[src/rtl/multicycle_alu.sv]
// multicycle_alu: small ALU with single-cycle logic/arith ops and an iterative
// shift-add unsigned multiplier.
//
// Ports:
//   CLK        rising-edge clock
//   RESET      synchronous, active-high reset
//   START      request an operation (taken only in IDLE or DONE)
//   SELECT     opcode: 000 fwd DATA2, 001 add, 010 and, 011 or, 100 mul,
//              101 logical shift, 110 arithmetic shift right, 111 rotate right
//   DATA1/2    operands, captured with START
//   BUSY       high while the multiplier iterates
//   DONE       one-cycle pulse, RESULT/RESULT_HI/flags valid
//   RESULT     result, or low half of the product
//   RESULT_HI  high half of the product, 0 for other ops
//   ZERO, NEGATIVE, CARRY, OVERFLOW  registered status flags
//
// An accepted START first lands in the operand registers (go_q set); the
// following edge either computes the single-cycle result into DONE or enters
// MUL. Results only change on the edge that enters DONE.

module multicycle_alu #(
    parameter int unsigned WIDTH      = 8,
    parameter int unsigned MUL_CYCLES = WIDTH
) (
    input  logic             CLK,
    input  logic             RESET,
    input  logic             START,
    input  logic [2:0]       SELECT,
    input  logic [WIDTH-1:0] DATA1,
    input  logic [WIDTH-1:0] DATA2,
    output logic             BUSY,
    output logic             DONE,
    output logic [WIDTH-1:0] RESULT,
    output logic [WIDTH-1:0] RESULT_HI,
    output logic             ZERO,
    output logic             NEGATIVE,
    output logic             CARRY,
    output logic             OVERFLOW
);

    localparam int unsigned     CntW    = (MUL_CYCLES > 1) ? $clog2(MUL_CYCLES) : 1;
    localparam logic [CntW-1:0] CntLast = CntW'(MUL_CYCLES - 1);
    localparam int unsigned     RotW    = $clog2(WIDTH);

    localparam logic [2:0] OpFwd = 3'b000;
    localparam logic [2:0] OpAdd = 3'b001;
    localparam logic [2:0] OpAnd = 3'b010;
    localparam logic [2:0] OpOr  = 3'b011;
    localparam logic [2:0] OpMul = 3'b100;
    localparam logic [2:0] OpLsh = 3'b101;
    localparam logic [2:0] OpAsr = 3'b110;
    localparam logic [2:0] OpRor = 3'b111;

    typedef enum logic [1:0] {StIdle, StMul, StDone} state_e;

    state_e               state_q, state_d;
    logic                 go_q, go_d;
    logic [2:0]           op_q, op_d;
    logic [WIDTH-1:0]     a_q, a_d;
    logic [WIDTH-1:0]     b_q, b_d;
    logic [2*WIDTH-1:0]   prod_q, prod_d;
    logic [CntW-1:0]      cnt_q, cnt_d;
    logic [WIDTH-1:0]     result_q, result_d;
    logic [WIDTH-1:0]     result_hi_q, result_hi_d;
    logic                 zero_q, zero_d;
    logic                 neg_q, neg_d;
    logic                 carry_q, carry_d;
    logic                 ovf_q, ovf_d;

    logic                 accept;
    logic [WIDTH:0]       add_sum;
    logic [WIDTH-1:0]     shr_amt;
    logic [RotW-1:0]      rot_amt;
    logic [RotW-1:0]      rot_rev;
    logic [WIDTH-1:0]     alu_lo;
    logic                 alu_c;
    logic                 alu_v;
    logic [WIDTH:0]       mul_sum;
    logic [2*WIDTH-1:0]   mul_next;

    // Single-cycle datapath, fed from the captured operands.
    always_comb begin
        add_sum = {1'b0, a_q} + {1'b0, b_q};
        shr_amt = '0 - b_q;          // |DATA2| when DATA2 is negative
        rot_amt = b_q[RotW-1:0];     // DATA2 mod WIDTH
        rot_rev = '0 - rot_amt;      // WIDTH - rot_amt, wraps to 0 for no rotation
        alu_lo  = b_q;
        alu_c   = 1'b0;
        alu_v   = 1'b0;
        case (op_q)
            OpFwd: alu_lo = b_q;
            OpAdd: begin
                alu_lo = add_sum[WIDTH-1:0];
                alu_c  = add_sum[WIDTH];
                alu_v  = (a_q[WIDTH-1] == b_q[WIDTH-1]) &&
                         (add_sum[WIDTH-1] != a_q[WIDTH-1]);
            end
            OpAnd: alu_lo = a_q & b_q;
            OpOr:  alu_lo = a_q | b_q;
            OpLsh: alu_lo = b_q[WIDTH-1] ? (a_q >> shr_amt) : (a_q << b_q);
            // Shifting the inverted value keeps sign fill for any amount,
            // so amounts >= WIDTH-1 saturate to all-sign without a compare.
            OpAsr: alu_lo = a_q[WIDTH-1] ? ~(~a_q >> b_q) : (a_q >> b_q);
            OpRor: alu_lo = (a_q >> rot_amt) | (a_q << rot_rev);
            default: alu_lo = '0;
        endcase
    end

    // One shift-add step: multiplier sits in the low half and shifts out as
    // the partial product shifts in from the top.
    always_comb begin
        mul_sum  = {1'b0, prod_q[2*WIDTH-1:WIDTH]} + (prod_q[0] ? {1'b0, a_q} : '0);
        mul_next = {mul_sum, prod_q[WIDTH-1:1]};
    end

    always_comb begin
        state_d     = state_q;
        go_d        = 1'b0;
        op_d        = op_q;
        a_d         = a_q;
        b_d         = b_q;
        prod_d      = prod_q;
        cnt_d       = cnt_q;
        result_d    = result_q;
        result_hi_d = result_hi_q;
        zero_d      = zero_q;
        neg_d       = neg_q;
        carry_d     = carry_q;
        ovf_d       = ovf_q;

        accept = START && ((state_q == StDone) || ((state_q == StIdle) && !go_q));
        if (accept) begin
            go_d = 1'b1;
            op_d = SELECT;
            a_d  = DATA1;
            b_d  = DATA2;
        end

        case (state_q)
            StIdle: begin
                if (go_q) begin
                    if (op_q == OpMul) begin
                        state_d = StMul;
                        prod_d  = {{WIDTH{1'b0}}, b_q};
                        cnt_d   = '0;
                    end else begin
                        state_d     = StDone;
                        result_d    = alu_lo;
                        result_hi_d = '0;
                        zero_d      = (alu_lo == '0);
                        neg_d       = alu_lo[WIDTH-1];
                        carry_d     = alu_c;
                        ovf_d       = alu_v;
                    end
                end
            end
            StMul: begin
                prod_d = mul_next;
                cnt_d  = cnt_q + 1'b1;
                if (cnt_q == CntLast) begin
                    state_d     = StDone;
                    result_d    = mul_next[WIDTH-1:0];
                    result_hi_d = mul_next[2*WIDTH-1:WIDTH];
                    zero_d      = (mul_next == '0);
                    neg_d       = mul_next[2*WIDTH-1];
                    carry_d     = 1'b0;
                    ovf_d       = 1'b0;
                end
            end
            StDone:  state_d = StIdle;
            default: state_d = StIdle;
        endcase
    end

    always_ff @(posedge CLK) begin
        if (RESET) begin
            state_q     <= StIdle;
            go_q        <= 1'b0;
            op_q        <= '0;
            a_q         <= '0;
            b_q         <= '0;
            prod_q      <= '0;
            cnt_q       <= '0;
            result_q    <= '0;
            result_hi_q <= '0;
            zero_q      <= 1'b0;
            neg_q       <= 1'b0;
            carry_q     <= 1'b0;
            ovf_q       <= 1'b0;
        end else begin
            state_q     <= state_d;
            go_q        <= go_d;
            op_q        <= op_d;
            a_q         <= a_d;
            b_q         <= b_d;
            prod_q      <= prod_d;
            cnt_q       <= cnt_d;
            result_q    <= result_d;
            result_hi_q <= result_hi_d;
            zero_q      <= zero_d;
            neg_q       <= neg_d;
            carry_q     <= carry_d;
            ovf_q       <= ovf_d;
        end
    end

    assign BUSY      = (state_q == StMul);
    assign DONE      = (state_q == StDone);
    assign RESULT    = result_q;
    assign RESULT_HI = result_hi_q;
    assign ZERO      = zero_q;
    assign NEGATIVE  = neg_q;
    assign CARRY     = carry_q;
    assign OVERFLOW  = ovf_q;

endmodule

[config.mk]
export PLATFORM = sky130hd
export DESIGN_NAME = multicycle_alu
export DESIGN_NICKNAME = d
export VERILOG_FILES = /design/src/rtl/multicycle_alu.sv
export SDC_FILE = /design/constraint.sdc
export NUM_CORES = 1
export LEC_CHECK = 0
export ABC_AREA = 1
export ABC_CLOCK_PERIOD_IN_PS = 2300
export BUFFER_PORTS_ARGS = -buffer_cell sky130_fd_sc_hd__buf_2
export CAP_MARGIN = 20
export CORE_ASPECT_RATIO = 0.9
export CORE_MARGIN = 5
export CORE_UTILIZATION = 33
export CTS_CLUSTER_SIZE = 20
export DETAILED_ROUTE_END_ITERATION = 7
export HOLD_SLACK_MARGIN = 0.02
export PLACE_DENSITY = 0.51
export SETUP_SLACK_MARGIN = 0.02
export SLEW_MARGIN = 20
export SYNTH_ARGS = -nofsm -noshare
export SYNTH_HDL_FRONTEND = slang
export SYNTH_SLANG_ARGS = --single-unit
[constraint.sdc]
create_clock -name CLK -period 2.3 [get_ports CLK]
set_input_delay 0.345 -clock CLK [delete_from_list [all_inputs] [get_ports CLK]]
set_output_delay 0.345 -clock CLK [all_outputs]
set_load 0.03 [all_outputs]
==> results of run 1 <==
## final cells by class
type / count / area (µm²) / share of cell area
Timing Repair inverter: 1 / 7.51 / 0.00124
Clock inverter: 4 / 47.5 / 0.00786
Timing Repair Buffer: 98 / 632 / 0.104
Inverter: 73 / 282 / 0.0465
Tap cell: 198 / 248 / 0.0410
Multi-Input combinational cell: 598 / 3340 / 0.553
Sequential cell: 61 / 1230 / 0.204
Clock buffer: 11 / 253 / 0.0418
## layer usage
layer  up-vias  GRT usage
met5         -          0
met4         0     0.0482
met3        14     0.0370
met2       222      0.315
met1      2613      0.301
li1       2736          -
## power by group
part / total [mW] / internal [mW] / switching [mW]
clock network: 1.37 / 0.887 / 0.488
logic: 1.67 / 0.548 / 1.12
registers: 1.25 / 1.17 / 0.0803
total: 4.29 / 2.60 / 1.69
## cells in the final DEF, fill, tap and decap left out, types with 5 or more instances in the layout
master and instances:
nand2_1 182, nand3_1 80, a21oi_1 75, inv_1 65, o21ai_0 60, dfxtp_1 54
buf_4 54, nor2_1 48, buf_2 43, ha_1 24, a31oi_1 13, nand4_1 12
clkbuf_16 9, nor2_2 7, nor2_4 7, o211ai_1 7, nand3_2 7, or2_2 7
xor2_1 6, inv_2 5, nand2_4 5, nor3_1 5, o22ai_1 5, a21oi_2 5
dfxtp_2 5
## cells in the mapped netlist (2+ instances only)
library cell / instances
nand3_1: 83
or2_0: 2
ha_1: 28
nor3_1: 6
nand3b_1: 2
a21oi_1: 80
nor2_2: 4
buf_2: 7
nand2_2: 4
buf_6: 3
o21ai_2: 2
nand3_2: 4
nor2_1: 51
o21ai_1: 4
nand2_4: 5
nand2_1: 182
a31oi_1: 13
xnor2_1: 2
o21a_1: 2
o211ai_2: 2
or2_2: 8
o21ai_0: 61
inv_1: 66
o22ai_1: 5
nor2_4: 6
fa_1: 2
o211ai_1: 7
nand4_1: 12
inv_2: 6
dfxtp_1: 61
xor2_1: 7
mux2i_1: 2
clkbuf_1: 20
## logic make-up (layout without fill, tap and decap cells)
family          after synthesis  in the layout  synth area share
buf+inv                     105            187            0.0901
simple gates                374            375             0.353
compound gates              182            182             0.207
flops                        61             61             0.250
xor+xnor                      9              9            0.0161
fa+ha+maj                    30             30            0.0798
mux                           2              2           0.00409
## critical path, cell delays in order, from the launching register on
cell and delay, ps:
dfxtp_4 360, buf_4 200, nand2_1 110, and2_2 220
nand2_1 90, nand3_1 160, o21ai_0 110, o21ai_1 150
nand3_1 80, nor2_1 190, nand2_1 140, nor2_2 150
nand3_1 110, a21oi_2 140
## state kept, by name, indices dropped and copies added (netlist names), 2 cells and up
| name | cells |
|---|---|
| prod_q | 16 |
| RESULT | 8 |
| RESULT_HI | 8 |
| a_q | 8 |
| b_q | 8 |
| state_q | 2 |
| op_q | 3 |
| cnt_q | 3 |
## repair_timing
action                     CTS  global route
setup endpoints to repair    7            11
pin swaps                    3            12
cloned                       0             2
hold buffers                 0             0
gates resized for setup     11            23
setup buffers                1             2
## final timing paths
| path | from | to | cells past startpoint |
|---|---|---|---|
| worst max register to register | b_q[0] | ZERO | 13 |
| worst max-delay path | b_q[0] | ZERO | 13 |
| worst min register to register | OVERFLOW | OVERFLOW | 2 |
| worst min-delay path | RESET | CARRY | 2 |
## metrics by stage
stage	utilization	hold slack (ps)	setup TNS, ps
finish	0.414	254	0
global route	0.414	255	-176
CTS	0.406	250	0
detailed placement	0.383	452	-220
global placement	0.383	452	-249
floorplan	-	433	0
==> results.tsv, run 1 <==
stage	metric	value	unit
run_status	status	complete, no violations	
min_path	holdCritPathClass	primary input to flop	
placement	io_buffers	43	
synthesis	synthCells	763	
sta	fmax	437	MHz
grt	grt_pass1_vias	5146	
synthesis	syn_area	0.00489	mm²
clock_tree	cts.sinks	61	
synthesis	synth-edff-count	0	
synthesis	yosys_warnings	0	
detailed_routing	met3_length	1.29	mm
synthesis	postSynthAreaPerCell	6.41	µm²
clock_tree	cts_root_buf	clkbuf_16	
detailed_routing	drt-vias-per-instance	5.35	
critical_path	crit_fanout	15	
detailed_routing	wl_met2	7.94	mm
detailed_routing	drt.antenna.violating_nets	0	
synthesis	synthesis.nets	815	
synthesis	synth_seq_area_share	0.250	
critical_path	worstPathArrival	2560	ps
synthesis	ys.flop_type	dfxtp_1	
clock_tree	clockBufferDepth	2	
floorplan	io_pins	44	
layout	drive_gt1_frac	0.223	
placement	place_inst	1024	
floorplan	die_area	0.0174	mm²
critical_path	r2r_setup_slack	10	ps
layout	final_cell_area	0.00605	mm²
layout	synthToLayoutAreaGrowth	23.7	%
pwr	power_density	709	mW/mm²
pwr	leakagePower	2.80	nW
detailed_routing	drt-met1-wl	9.02	mm
sta	slew_viol_final	0	
detailed_routing	num_vias	5585	
layout	fillerInstances	1614	
clock_tree	clock_latency	340	ps
grt	overflow	0	
placement	finalWeightedCongestion	0.909	
synthesis	ys_top_cells_by_area	dfxtp_1 (25%), nand2_1 (14%), nand3_1 (8.5%)	
placement	place_hpwl	14.2	mm
pwr	irDropWorstVdd	431	µV
grt	track_usage	0.206	
placement	placed_area	0.00559	mm²
sta	setup_viol	0	
synthesis	yosysUniqueCellTypes	47	
pwr	total_power	4.29	mW
detailed_routing	drt_pass1_iterations	6	
critical_path	worstSetupStartpointType	flop	
sta	setup_ws	12.2	ps
clock_tree	htreeDepth	3	
grt	grt_pass1_wl	28.6	mm
layout	antenna_cells	0	
flow_run	drv_cap	0	
detailed_routing	drc	0	
grt	antenna_found_initial	0	
sta	worstMarginPinSlew	676	ps
detailed_routing	drt-initial-drc-count	607	
layout	layout.cells.non_filler	1044	
synthesis	synth_async_sr_flop_share	0	
detailed_routing	avgRoutedWirePerCell	17.6	µm
grt	grt_max_degree	39	
placement	place_ws	-171	ps
sta	rsz0062_at_grt	yes	
synthesis	synth_top_area_share	0.250	
floorplan	start_util	0.335	
detailed_routing	routed_wl	18.4	mm
floorplan	row_count	42	
sta	min_period	2290	ps
sta	max_slew_margin	0.548	
clock_tree	numCtsBuffers	9	
layout	fin_nets	894	
critical_path	critPathKind	flop to flop	
sta	period_share	0.995	
synthesis	yosys.area.top_type	dfxtp_1	
critical_path	required	2570	ps
critical_path	worstSetupEndpointType	flop	
floorplan	core	0.0146	mm²
floorplan	die_w	138	µm
sta	finClkSkew	11.7	ps
detailed_routing	routed.top_layer	met4	
floorplan	die_h	125	µm
clock_tree	cts_tree	yes	
sta	hold_viol_final	0	
clock_tree	path_clk_slew	60	ps
synthesis	ys_ff_latch	61	
(Power assumes the default switching activity.)
==> run 2: changes to the inputs <==
--- a/config.mk
+++ b/config.mk
@@ -9,8 +9,7 @@
 export ABC_CLOCK_PERIOD_IN_PS = 2300
 export BUFFER_PORTS_ARGS = -buffer_cell sky130_fd_sc_hd__buf_2
 export CAP_MARGIN = 20
-export CORE_ASPECT_RATIO = 0.9
-export CORE_MARGIN = 5
+export CORE_ASPECT_RATIO = 0.7
 export CORE_UTILIZATION = 33
 export CTS_CLUSTER_SIZE = 20
 export DETAILED_ROUTE_END_ITERATION = 7
==> results.tsv, run 2 (synthesis results as in run 1) <==
stage	metric	value	unit	change
floorplan	die_area	0.0153	mm²	-12%
critical_path	critPathKind	flop to flop		
pwr	p_clk_frac	0.314		-0.007
pwr	leakagePower	2.86	nW	+2.2%
floorplan	core	0.0142	mm²	-2.9%
clock_tree	cts_root_buf	clkbuf_16		
grt	grt_pass1_vias	5168		+0.43%
floorplan	die_h	104	µm	-17%
min_path	hold_path_depth	3		+1
clock_tree	cts_hold_buf	0		unchanged
detailed_routing	drt-initial-drc-count	544		-10%
layout	fin_nets	897		+0.34%
detailed_routing	drt.antenna.violating_nets	0		unchanged
sta	rsz0062_at_grt	yes		
sta	setup_ws	-41.3	ps	-53.5 ps
layout	synthToLayoutAreaGrowth	26.5	%	
detailed_routing	drt-vias-per-instance	5.44		+1.6%
placement	place_ws	-180	ps	-9.08 ps
clock_tree	cts_tree	yes		
sta	finClkSkew	6.86	ps	-4.81 ps
clock_tree	clockBufferDepth	2		unchanged
sta	totalNegativeSetupSlack	-41.3	ps	-41.3 ps
placement	io_buffers	43		unchanged
layout	antenna_cells	0		unchanged
pwr	irDropWorstVdd	435	µV	+0.97%
layout	drive_gt1_frac	0.243		+0.0192
layout	final_cell_mix	nand2_1 (181), nand3_1 (74), a21oi_1 (72)		
grt	grt_pass1_wl	29.2	mm	+2.1%
pwr	total_power	4.40	mW	+2.6%
clock_tree	path_clk_slew	60	ps	about the same
pwr	power.share.switching	0.397		+0.00383
sta	slew_viol_final	0		unchanged
sta	fmax	427	MHz	-2.3%
floorplan	row_count	36		-14%
sta	hold_viol_final	0		unchanged
pwr	power_frac_seq	0.283		-0.008
critical_path	worstSetupEndpointType	flop		
grt	grt_max_degree	39		unchanged
flow_run	drv_cap	0		unchanged
detailed_routing	drc	0		unchanged
layout	max_flop_register	prod_q		
grt	overflow	0		unchanged
pwr	power_frac_comb	0.403		+0.015
detailed_routing	num_vias	5647		+1.1%
run_status	violations	negative setup slack		
grt	antenna_found_initial	0		unchanged
layout	utilization	0.436		+0.0219
grt	track_usage	0.250		+0.0440
detailed_routing	avgRoutedWirePerCell	18.6	µm	+5.4%
clock_tree	numCtsBuffers	9		unchanged
pwr	p_switching	1.75	mW	+3.6%
layout	largest_reg_flops	16		unchanged
sta	max_slew_margin	0.537		-0.0104
detailed_routing	drt_pass1_iterations	6		unchanged
floorplan	die_w	147	µm	+6.6%
floorplan	start_util	0.345		+0.00992
critical_path	worstSetupStartpointType	flop		
clock_tree	clock_latency	330	ps	about the same
pwr	p_int	2.65	mW	+2.0%
placement	place_hpwl	14.9	mm	+5.1%
min_path	holdCritPathClass	primary input to flop		
sta	setup_viol	1		+1
clock_tree	htreeDepth	3		unchanged
pwr	power_density	712	mW/mm²	+0.37%
sta	period_share	1.02		+0.0233
critical_path	crit_fanout	3		-12
detailed_routing	routed_wl	19.3	mm	+4.9%
run_status	status	complete, but fails checks		
layout	fillerInstances	1513		-6.3%
sta	worstMarginPinSlew	691	ps	+15.6 ps
floorplan	io_pins	44		unchanged
sta	min_period	2340	ps	+53.5 ps
layout	layout_commonest_cell	nand2_1		
placement	finalWeightedCongestion	0.964		+6.0%
placement	placed_area	0.00565	mm²	+0.98%
layout	final_cell_area	0.00618	mm²	+2.3%
critical_path	required	2560	ps	about the same
clock_tree	cts.sinks	61		unchanged
critical_path	worstPathArrival	2600	ps	+40 ps
critical_path	r2r_cells	12		-1
run 2: critical path: stages, from the launching register on:
cell     delay [ps]
dfxtp_4         350
ha_4            160
fa_2            380
nand3_2          80
nand2_2          60
or2_4           230
nand3_2          60
nand4_1         270
a21oi_2         240
nand2_1          90
nor2_2          100
nand3_2          90
a21oi_2         150
run 2: area by class of cell:
type,count,area [µm²],share of cell area
sequential,61,1230,0.199
clock inverter,4,47.5,0.00769
inverter,73,282,0.0455
clock buffer,11,253,0.0409
timing repair inverter,1,7.51,0.00121
multi-input combinational,597,3420,0.552
tap,190,238,0.0384
timing repair buffer,102,708,0.115
run 2: path summary, 6_finish.rpt:
path / start / end / slack (ps)
worst max-delay path: b_q[0] / ZERO / -40
worst min-delay path: DATA2[4] / b_q[4] / 300
worst min register to register: CARRY / CARRY / 460
worst max register to register: b_q[0] / ZERO / -40
run 2: timing repair:
action | 4_1_cts | 5_1_grt
endpoints found under the setup margin | 9 | 11
cloned | 0 | 1
pin swaps | 1 | 18
gates resized for setup | 19 | 31
setup buffers | 2 | 3
endpoints found under the hold margin | 0 | 0
run 2: through the flow:
stage | instances | hold WS (ps)
2_1_floorplan | 763 | 433
3_3_place_gp | 1018 | 450
3_5_place_dp | 1018 | 454
4_1_cts | 1035 | 300
5_1_grt | 1039 | 319
6_report | 1039 | 299
run 2: routing by layer:
metal	up-vias	track usage	wire (µm)
met5	-	0	0
met4	0	0.0530	269
met3	27	0.0383	1430
met2	226	0.337	7540
met1	2657	0.402	10100
li1	2737	-	-
run 2: power by group through the flow:
| stage | Clock [mW] | Combinational [mW] | Sequential (mW) |
|---|---|---|---|
| floorplan | 0 | 0.930 | 1.37 |
| global placement | 0 | 1.63 | 1.26 |
| detailed placement | 0 | 1.63 | 1.26 |
| CTS | 1.39 | 1.67 | 1.24 |
| global route | 1.45 | 1.90 | 1.26 |
| finish | 1.38 | 1.77 | 1.24 |
==> run 3: changes to the inputs <==
--- a/config.mk
+++ b/config.mk
@@ -11,10 +11,11 @@
 export CAP_MARGIN = 20
 export CORE_ASPECT_RATIO = 0.7
 export CORE_UTILIZATION = 33
-export CTS_CLUSTER_SIZE = 20
+export CTS_CLUSTER_SIZE = 14
 export DETAILED_ROUTE_END_ITERATION = 7
 export HOLD_SLACK_MARGIN = 0.02
 export PLACE_DENSITY = 0.51
+export REMOVE_ABC_BUFFERS = 1
 export SETUP_SLACK_MARGIN = 0.02
 export SLEW_MARGIN = 20
 export SYNTH_ARGS = -nofsm -noshare
==> results.tsv, run 3 (synthesis results as in run 1) <==
stage	metric	value	unit	change
run_status	status	complete, but fails checks		
run_status	violations	negative setup slack		
layout	final_cell_area	0.00622	mm²	+0.53%
critical_path	worstPathBufferInverterCount	1		+1
clock_tree	cts_root_buf	clkbuf_16		
grt	grt_max_degree	32		-18%
floorplan	die_w	147	µm	unchanged
sta	max_slew_margin	0.567		+0.0295
critical_path	crit_top_cell	nand3_1		
critical_path	worstPathArrival	2600	ps	about the same
critical_path	critPathKind	flop to flop		
sta	setup_viol	1		unchanged
sta	min_period	2340	ps	-1.53 ps
sta	slew_viol_final	0		unchanged
pwr	leakagePower	2.89	nW	+0.90%
sta	hold_viol_final	0		unchanged
critical_path	critPathMaxStageDelay	370	ps	about the same
layout	fin_nets	904		+0.78%
layout	max_flop_register	prod_q		
layout	largest_reg_flops	16		unchanged
detailed_routing	routed_wl	19.2	mm	-0.72%
sta	rsz0062_at_grt	yes		
critical_path	crit_end	ZERO		
critical_path	required	2560	ps	about the same
detailed_routing	drt-met1-wl	9.90	mm	-1.7%
grt	overflow	0		unchanged
detailed_routing	routed.top_layer	met4		
layout	final_cell_mix	nand2_1 (180), nand3_1 (78), a21oi_1 (72)		
placement	finalWeightedCongestion	0.944		-2.0%
detailed_routing	num_vias	5751		+1.8%
min_path	hold_start	DATA2[2]		
critical_path	cp_cell_sequence	ha_4 -> fa_2 -> buf_6 -> nand3_1 -> nand2_1 -> or2_2 -> nand3_1 -> nand4_1 -> a21oi_2 -> nand2_1 -> nor2_2 -> nand3_1 -> a21oi_1		
flow_run	drv_cap	0		unchanged
sta	period_share	1.02		about the same
critical_path	crit_fanout	3		unchanged
critical_path	r2r_cells	13		+1
detailed_routing	drt.antenna.violating_nets	0		unchanged
layout	layout_commonest_cell	nand2_1		
clock_tree	numCtsBuffers	9		unchanged
placement	place_hpwl	14.7	mm	-1.5%
pwr	p_int	2.76	mW	+3.9%
pwr	power_frac_seq	0.278		-0.005
clock_tree	htreeDepth	3		unchanged
critical_path	worstSetupStartpointType	flop		
sta	worstMarginPinSlew	647	ps	-44.1 ps
clock_tree	cts.sinks	61		unchanged
critical_path	r2r_setup_slack	-40	ps	about the same
clock_tree	clock_latency	330	ps	about the same
floorplan	row_count	36		unchanged
min_path	holdCritPathClass	primary input to flop		
layout	antenna_cells	0		unchanged
pwr	power.share.switching	0.386		-0.0105
pwr	p_clk_frac	0.339		+0.025
detailed_routing	drc	0		unchanged
layout	synthToLayoutAreaGrowth	27.1	%	
floorplan	die_h	104	µm	unchanged
floorplan	start_util	0.345		unchanged
layout	drive_gt1_frac	0.246		+0.00357
detailed_routing	drt-initial-drc-count	705		+30%
detailed_routing	avgRoutedWirePerCell	18.3	µm	-1.5%
layout	fillerInstances	1529		+1.1%
grt	antenna_found_initial	0		unchanged
sta	finClkSkew	5.68	ps	-1.19 ps
floorplan	die_area	0.0153	mm²	unchanged
sta	fmax	427	MHz	about the same
sta	setup_ws	-39.8	ps	+1.53 ps
grt	grt_pass1_wl	29.6	mm	+1.3%
grt	grt_pass1_vias	5208		+0.77%
detailed_routing	drt_pass1_iterations	5		-1
floorplan	io_pins	44		unchanged
pwr	irDropWorstVdd	406	µV	-6.6%
grt	track_usage	0.249		-0.000896
detailed_routing	wl_met2	7.55	mm	+0.11%
sta	totalNegativeSetupSlack	-39.8	ps	+1.53 ps
placement	place_ws	-103	ps	+77.6 ps
critical_path	r2r_end	ZERO		
pwr	p_switching	1.74	mW	-0.63%
clock_tree	path_clk_slew	60	ps	about the same
pwr	power_frac_comb	0.383		-0.020
floorplan	core	0.0142	mm²	unchanged
critical_path	crit_family	simple AND/OR/NAND/NOR gates		
critical_path	crit-reg2reg-launch	a_q[0]		
detailed_routing	drt-vias-per-instance	5.49		+1.1%
clock_tree	cts_tree	yes		
pwr	power_density	723	mW/mm²	+1.5%
clock_tree	cts_hold_buf	0		unchanged
placement	placed_area	0.00566	mm²	+0.22%
critical_path	worstSetupEndpointType	flop		
clock_tree	clockBufferDepth	2		unchanged
critical_path	path_depth	13		+1
critical_path	cp_slowest_cell	fa_2		
detailed_routing	met3_length	1.62	mm	+13%
critical_path	worstSetupStartpoint	a_q[0]		
placement	io_buffers	43		unchanged
[run 3: changes by cell type in the layout (fill, tap and decap cells not counted), moves of 2 or more]
cell,delta
buf_4,+6
nand3_1,+4
nand3_2,-4
nor2_1,+4
nor2_2,-4
ha_2,+3
buf_12,-2
buf_6,+2
dfxtp_2,+2
ha_4,-2
[run 3: worst min-delay path, stage by stage]
cell	delay, ps
buf_2	70
o21ai_0	70
a21oi_1	100
[run 3: final cells by class]
class / instances / area, µm² / share of cell area
Multi-Input combinational cell: 598 / 3380 / 0.544
Sequential cell: 61 / 1230 / 0.198
Timing Repair Buffer: 108 / 736 / 0.118
Inverter: 73 / 285 / 0.0459
Clock buffer: 11 / 253 / 0.0407
Tap cell: 190 / 238 / 0.0382
Clock inverter: 5 / 81.3 / 0.0131
Timing Repair inverter: 1 / 7.51 / 0.00121
[run 3: worst min path at each step]
| stage | to | slack, ps | cells past startpoint |
|---|---|---|---|
| 2_1_floorplan | CARRY | 410 | 1 |
| 3_3_place_gp | cnt_q[0] | 450 | 1 |
| 3_5_place_dp | cnt_q[0] | 450 | 1 |
| 4_1_cts | op_q[0] | 290 | 3 |
| 5_1_grt | a_q[3] | 310 | 3 |
| 6_report | b_q[2] | 290 | 3 |
[run 3: metal layers]
| metal | up-vias | global-route usage |
|---|---|---|
| met5 | - | 0 |
| met4 | 0 | 0.0398 |
| met3 | 10 | 0.0419 |
| met2 | 246 | 0.330 |
| met1 | 2746 | 0.407 |
| li1 | 2749 | - |
[run 3: timing repair]
item / 4_1_cts / 5_1_grt
setup endpoints to repair: 7 / 25
setup buffers: 0 / 4
gates resized for setup: 12 / 39
hold endpoints to repair: 0 / 0
pin swaps: 3 / 21
gates cloned: 0 / 2
[run 3: through the flow]
| stage | instances | power, mW | utilization | hold slack [ps] |
|---|---|---|---|---|
| 2_1_floorplan | 731 | 2.24 | - | 414 |
| 3_3_place_gp | 1025 | 2.87 | 0.399 | 452 |
| 3_5_place_dp | 1025 | 2.87 | 0.399 | 452 |
| 4_1_cts | 1041 | 4.39 | 0.425 | 293 |
| 5_1_grt | 1047 | 4.73 | 0.438 | 313 |
| 6_report | 1047 | 4.49 | 0.438 | 295 |
[run 3: power by group through the flow]
stage | Clock, mW | Sequential (mW) | Combinational (mW)
6_report | 1.52 | 1.25 | 1.72
5_1_grt | 1.60 | 1.26 | 1.87
3_3_place_gp | 0 | 1.26 | 1.61
4_1_cts | 1.53 | 1.24 | 1.61
2_1_floorplan | 0 | 1.39 | 0.849
3_5_place_dp | 0 | 1.26 | 1.60
